<file path="config.mk">
export PLATFORM = sky130hd
export DESIGN_NAME = stage_evaluator
export DESIGN_NICKNAME = d
export VERILOG_FILES = /design/src/rtl/stage_evaluator.sv
export SDC_FILE = /design/constraint.sdc
export NUM_CORES = 1
export LEC_CHECK = 0
export CORE_UTILIZATION = 60
export DETAILED_ROUTE_END_ITERATION = 8
export PLACE_DENSITY = 0.86
export SLEW_MARGIN = 20
export SYNTH_ARGS = -nofsm -noshare
export SYNTH_HDL_FRONTEND = slang
export SYNTH_SLANG_ARGS = --single-unit
</file>
<file path="constraint.sdc">
create_clock -name clk -period 6.4 [get_ports clk]
set_input_delay 0.64 -clock clk [delete_from_list [all_inputs] [get_ports clk]]
set_output_delay 0.64 -clock clk [all_outputs]
set_load 0.02 [all_outputs]
</file>
<file path="src/rtl/stage_evaluator.sv">
// stage_evaluator: cascade-stage sequencer and weak-classifier comparator for one detection window.
// Fetches stage and feature thresholds, accumulates leaf values and reports pass/fail per window.
module stage_evaluator #(
    parameter int W_DATA   = 13,
    parameter int W_ADDR   = 12,
    parameter int W_LEAF   = 13,
    parameter int W_FEAT   = 32,
    parameter int W_STD    = 16,
    parameter int W_ACC    = 18,
    parameter int W_NFEAT  = 8,
    parameter int W_STAGE  = 5,
    parameter int N_STAGES = 25
) (
    input  logic               clk,
    input  logic               rst,
    input  logic               start,
    input  logic [W_STD-1:0]   std_dev,
    output logic               busy,
    output logic               thr_en,
    output logic [W_ADDR-1:0]  thr_addr,
    input  logic [W_DATA-1:0]  thr_data,
    input  logic [W_LEAF-1:0]  left_val,
    input  logic [W_LEAF-1:0]  right_val,
    output logic               stage_en,
    output logic [W_STAGE-1:0] stage_addr,
    input  logic [W_ACC-1:0]   stage_thr,
    input  logic [W_NFEAT-1:0] stage_nfeat,
    output logic               feat_req,
    input  logic               feat_valid,
    input  logic [W_FEAT-1:0]  feat_sum,
    output logic               result_valid,
    input  logic               result_ready,
    output logic               result,
    output logic [W_STAGE-1:0] fail_stage
);
    localparam int W_P = W_DATA + W_STD + 1;
    localparam int W_C = W_FEAT > W_P ? W_FEAT : W_P;

    typedef enum logic [3:0] {IDLE, STG_RD, STG_LAT, FT_RD, FT_LAT, FT_WAIT, EVAL, STG_CHK, DONE} state_t;
    state_t state, state_nx;

    logic [W_STD-1:0]          std_q;
    logic [W_STAGE-1:0]        sidx;
    logic [W_ADDR-1:0]         fidx;
    logic [W_NFEAT-1:0]        nfeat, fcnt;
    logic signed [W_ACC-1:0]   sthr, acc, acc_nx;
    logic signed [W_ACC:0]     sum;
    logic signed [W_LEAF-1:0]  left_q, right_q, leaf;
    logic signed [W_P-1:0]     prod;
    logic signed [W_FEAT-1:0]  feat_q;
    logic                      last_feat, last_stage, stage_fail;

    assign last_feat  = fcnt == nfeat - W_NFEAT'(1);
    assign last_stage = sidx == W_STAGE'(N_STAGES - 1);
    assign stage_fail = acc < sthr;
    assign leaf       = (W_C'(feat_q) < W_C'(prod)) ? left_q : right_q;
    assign sum        = {acc[W_ACC-1], acc} + (W_ACC+1)'(leaf);
    // clamp to the extreme of the overflow direction instead of wrapping
    assign acc_nx     = (sum[W_ACC] ^ sum[W_ACC-1]) ? {sum[W_ACC], {(W_ACC-1){~sum[W_ACC]}}} : sum[W_ACC-1:0];

    assign busy         = state != IDLE;
    assign thr_en       = state == FT_RD;
    assign feat_req     = state == FT_RD;
    assign stage_en     = state == STG_RD;
    assign result_valid = state == DONE;
    assign thr_addr     = fidx;
    assign stage_addr   = sidx;

    always_ff @(posedge clk or negedge rst) begin
        if (!rst) state <= IDLE;
        else state <= state_nx;
    end

    always_comb begin
        state_nx = state;
        case (state)
            IDLE:            state_nx = start ? STG_RD : IDLE;
            STG_RD:          state_nx = STG_LAT;
            STG_LAT:         state_nx = (stage_nfeat == '0) ? STG_CHK : FT_RD;
            FT_RD:           state_nx = FT_LAT;
            FT_LAT, FT_WAIT: state_nx = feat_valid ? EVAL : FT_WAIT;
            EVAL:            state_nx = last_feat ? STG_CHK : FT_RD;
            STG_CHK:         state_nx = (stage_fail || last_stage) ? DONE : STG_RD;
            DONE:            state_nx = result_ready ? IDLE : DONE;
            default:         state_nx = IDLE;
        endcase
    end

    always_ff @(posedge clk or negedge rst) begin
        if (!rst) begin
            std_q      <= '0;
            sidx       <= '0;
            fidx       <= '0;
            nfeat      <= '0;
            fcnt       <= '0;
            sthr       <= '0;
            acc        <= '0;
            left_q     <= '0;
            right_q    <= '0;
            prod       <= '0;
            feat_q     <= '0;
            result     <= 1'b0;
            fail_stage <= '0;
        end else begin
            case (state)
                IDLE: if (start) begin
                    std_q <= std_dev;
                    sidx  <= '0;
                    fidx  <= '0;
                end
                STG_LAT: begin
                    sthr  <= stage_thr;
                    nfeat <= stage_nfeat;
                    acc   <= '0;
                    fcnt  <= '0;
                end
                FT_LAT: begin
                    left_q  <= left_val;
                    right_q <= right_val;
                    prod    <= W_P'($signed(thr_data)) * W_P'($signed({1'b0, std_q}));
                    if (feat_valid) feat_q <= feat_sum;
                end
                FT_WAIT: if (feat_valid) feat_q <= feat_sum;
                EVAL: begin
                    acc  <= acc_nx;
                    fidx <= fidx + W_ADDR'(1);
                    fcnt <= fcnt + W_NFEAT'(1);
                end
                STG_CHK: begin
                    if (stage_fail || last_stage) begin
                        result     <= ~stage_fail;
                        fail_stage <= sidx;
                    end else sidx <= sidx + W_STAGE'(1);
                end
                default: ;
            endcase
        end
    end
endmodule
</file>
==> flow_summary_export.csv <==
group,metric,value,unit
global_route,antenna_found_initial,2,
yosys,yosysTopAreaCell,"dfrtp_1",
yosys,syn_area_per_cell,9.84,µm²
worst_setup_path,worstRegToRegCells,21,
worst_setup_path,critical_path.cell_chain,"clkdlybuf4s50_1 -> buf_4 -> nand2_1 -> fa_1 -> inv_1 -> fa_1 -> fa_1 -> fa_1 -> fa_1 -> ha_1 -> ha_1 -> a21oi_2 -> o211ai_1 -> a221oi_2 -> a31oi_2 -> nor3_2 -> buf_4 -> o21bai_1 -> a21oi_1 -> xor2_1 -> o21ai_0",
drt,drt_iter0_drc,1066,
worst_setup_path,cp_slowest_cell,"clkdlybuf4s50_1",
placed_design,io_buffer_count,145,
run_status,status,"completed",
yosys,yosys-top-cells-area,"dfrtp_1, fa_1, ha_1, mux2_2, inv_1",
finish,multi_input_area,11200,µm²
yosys,synth_top_area_share,0.273,
cts,cts_max_path_buffers,2,
drt,totalWireLength,39.6,mm
global_route,busiest_layer,"met2",
drt,drc_errors,0,
drt,first_pass_iters,6,
floorplanning,core,27200,µm²
global_route,grt_use_total,0.290,
cts,clock_latency,460,ps
yosys,ys_ff_latch,183,
global_route,use_met2,0.504,
cts,cts-root-buf,"clkbuf_16",
worst_setup_path,cp-end-kind,"flop",
placed_design,gp_congestion,0.906,
global_route,grt.overflow.total,0,
sta,fin_skew,15.5,ps
yosys,synth-main-ff-cell,"dfrtp_1",
floorplanning,io_pins,146,
floorplanning,dieArea,28600,µm²
floorplanning,rows,60,
yosys,synth_edf_count,0,
yosys,syn_inst,1704,
global_route,grtUsageMet3,0.0401,
worst_setup_path,start_kind,"input pin",
worst_setup_path,arrival,6480,ps
sta,min_period,6190,ps
sta,final_hold_viol_count,0,
sta,setup_viol,0,
global_route,grtUsageMet1,0.362,
sta,hold_ws,290,ps
sta,worst_pin_slew,1000,ps
cts,path_clk_slew,90,ps
global_route,grt_pass1_vias,13800,
finish,fillers,1903,
hold_path,hold_class,"in -> async",
drt,drt-wirelength-per-cell,17.5,µm
finish,nets,2332,
yosys,syn_area,16800,µm²
cts,cts_buffers,17,
finish,syn_to_final_growth,18.1,%
drt,routed-via-count,13100,
yosys,ys_types,62,
worst_setup_path,path_common_cell,"fa_1",
yosys,yosysSeqAreaShare,0.273,
placed_design,post-dp-hpwl,30.2,mm
flow_run,maxCapViolCount,0,
drt,vias_per_cell,5.76,
worst_setup_path,cp_data_required_time,6700,ps
sta,fmax,162,MHz
finish,drive_above_1_share,0.127,
yosys,ys_warn_count,0,
cts,tritoncts,"done",
finish,seq_area,4580,µm²
worst_setup_path,critPathMaxFanout,7,
worst_setup_path,critical_path.max_stage_delay,560,ps
yosys,syn_nets,2153,
worst_setup_path,path_class,"in -> reg",
cts,cts.sinks,183,
yosys,async_flop_share,1.00,
global_route,grt_max_degree,112,
cts,cts_hold_buf,0,
cts,htree_levels,4,
sta,max_slew_margin,0.330,
sta,slew_violations,0,
floorplanning,die-height,169,µm
sta,fin_crit_sh,0.966,
floorplanning,die-width,169,µm
drt,final_antenna_net_count,0,
global_route,grt_first_pass_wirelength,66.1,mm
floorplanning,initial_core_util,0.617,
==> synth_stat cells (3+ instances only) <==
cell,instances
inv_1,214
nand2_1,197
dfrtp_1,183
ha_1,176
fa_1,155
and2_1,94
o21ai_0,94
mux2_2,92
clkbuf_1,60
nor2_1,50
a21oi_1,48
a221o_1,31
nor2b_1,31
nand3_1,30
xnor2_1,29
a21o_1,26
xor2_1,21
nand2b_1,19
mux2i_1,17
nand4_1,15
nor3_1,13
a31oi_1,12
and3_1,10
nor4_1,6
o21bai_1,6
a211oi_1,5
buf_1,5
o31ai_1,5
buf_2,4
o211ai_1,4
o21a_1,4
a2111oi_0,3
a211oi_2,3
a22o_1,3
o2111ai_1,3
o21ai_2,3
==> cell usage in the layout, fill, tap and decap left out, types with 5 or more instances in the layout <==
cell type and count:
inv_1 214, nand2_1 196, dfrtp_1 183, ha_1 174, fa_1 155, clkdlybuf4s50_1 138, and2_1 94, mux2_2 92
o21ai_0 90, buf_4 84, nor2_1 49, a21oi_1 46, nor2b_1 31, a221o_1 31, nand3_1 30, xnor2_1 29
a21o_1 26, xor2_1 21, nand2b_1 19, mux2i_1 17, clkbuf_16 17, nand4_1 15, nor3_1 12, a31oi_1 11
and3_1 10, o21bai_1 6, clkinv_8 5, dlymetal6s2s_1 5
==> registers in the layout (all words and copies together), names as in the netlist <==
name        cells
feat_q         32
prod           30
acc            18
sthr           18
std_q          16
left_q         13
right_q        13
thr_addr       12
fcnt            8
nfeat           8
fail_stage      5
stage_addr      5
state           4
result          1
==> metrics by stage <==
stage / cell area (µm²) / utilization / TNS (ps) / setup WS (ps) / instances
4_1_cts: 19700 / 0.725 / 0 / 79.7 / 2264
5_1_grt: 19800 / 0.729 / -90.2 / -33.4 / 2270
2_1_floorplan: 16800 / - / 0 / 417 / 1704
3_3_place_gp: 19000 / 0.701 / -1800 / -347 / 2232
3_5_place_dp: 19000 / 0.701 / -3460 / -640 / 2232
6_report: 19800 / 0.729 / 0 / 215 / 2270
==> worst max-delay path: cells and delay by family <==
| family | cells | cell delay (ps) |
|---|---|---|
| xor gates and xnor gates | 1 | 160 |
| AOI/OAI and AO/OA | 7 | 1170 |
| buffers and inverters | 4 | 950 |
| adders and majority gates | 7 | 3220 |
| and+or+nand+nor | 2 | 330 |
==> layout make-up <==
type | instances | share of cell area
multi-input combinational | 1235 | 0.565
sequential | 183 | 0.231
timing repair buffer | 232 | 0.107
inverter | 214 | 0.0406
tap | 372 | 0.0235
clock buffer | 17 | 0.0215
clock inverter | 15 | 0.0111
antenna | 2 | 0.000253
==> routing by layer <==
metal,wire (µm),up-vias
met3,1940,109
met4,1430,0
li1,-,6041
met5,0,-
met1,16200,6481
met2,20000,445
==> worst paths after layout <==
path	startpoint	to	slack, ps
worst max-delay path	thr_data[8]	prod[24]	210
worst min-delay path	rst	sthr[3]	290
worst max register to register	std_q[7]	prod[24]	290
worst min register to register	prod[23]	prod[23]	490
max in group asynchronous	rst	feat_q[29]	4630
min in group clk	prod[23]	prod[23]	490
==> repair_timing <==
item	in CTS	in global routing
setup buffers	0	3
gates resized for setup	5	23
gates cloned	0	1
setup endpoints to repair	6	7
pin swaps	0	15
==> cells by family (layout without fill, tap and decap cells) <==
| kind of cell | count (synthesis) | in the layout | synth area share |
|---|---|---|---|
| buf+inv | 286 | 478 | 0.0652 |
| xor+xnor | 50 | 50 | 0.0261 |
| simple gates | 478 | 478 | 0.140 |
| other cells | 0 | 2 | 0 |
| compound gates | 266 | 266 | 0.107 |
| flops | 183 | 183 | 0.273 |
| mux | 110 | 110 | 0.0726 |
| fa+ha+maj | 331 | 331 | 0.316 |
Power is left out: the tool's default activity adds up to more than one toggle a clock period on the data nets, which glitch-free logic cannot reach.
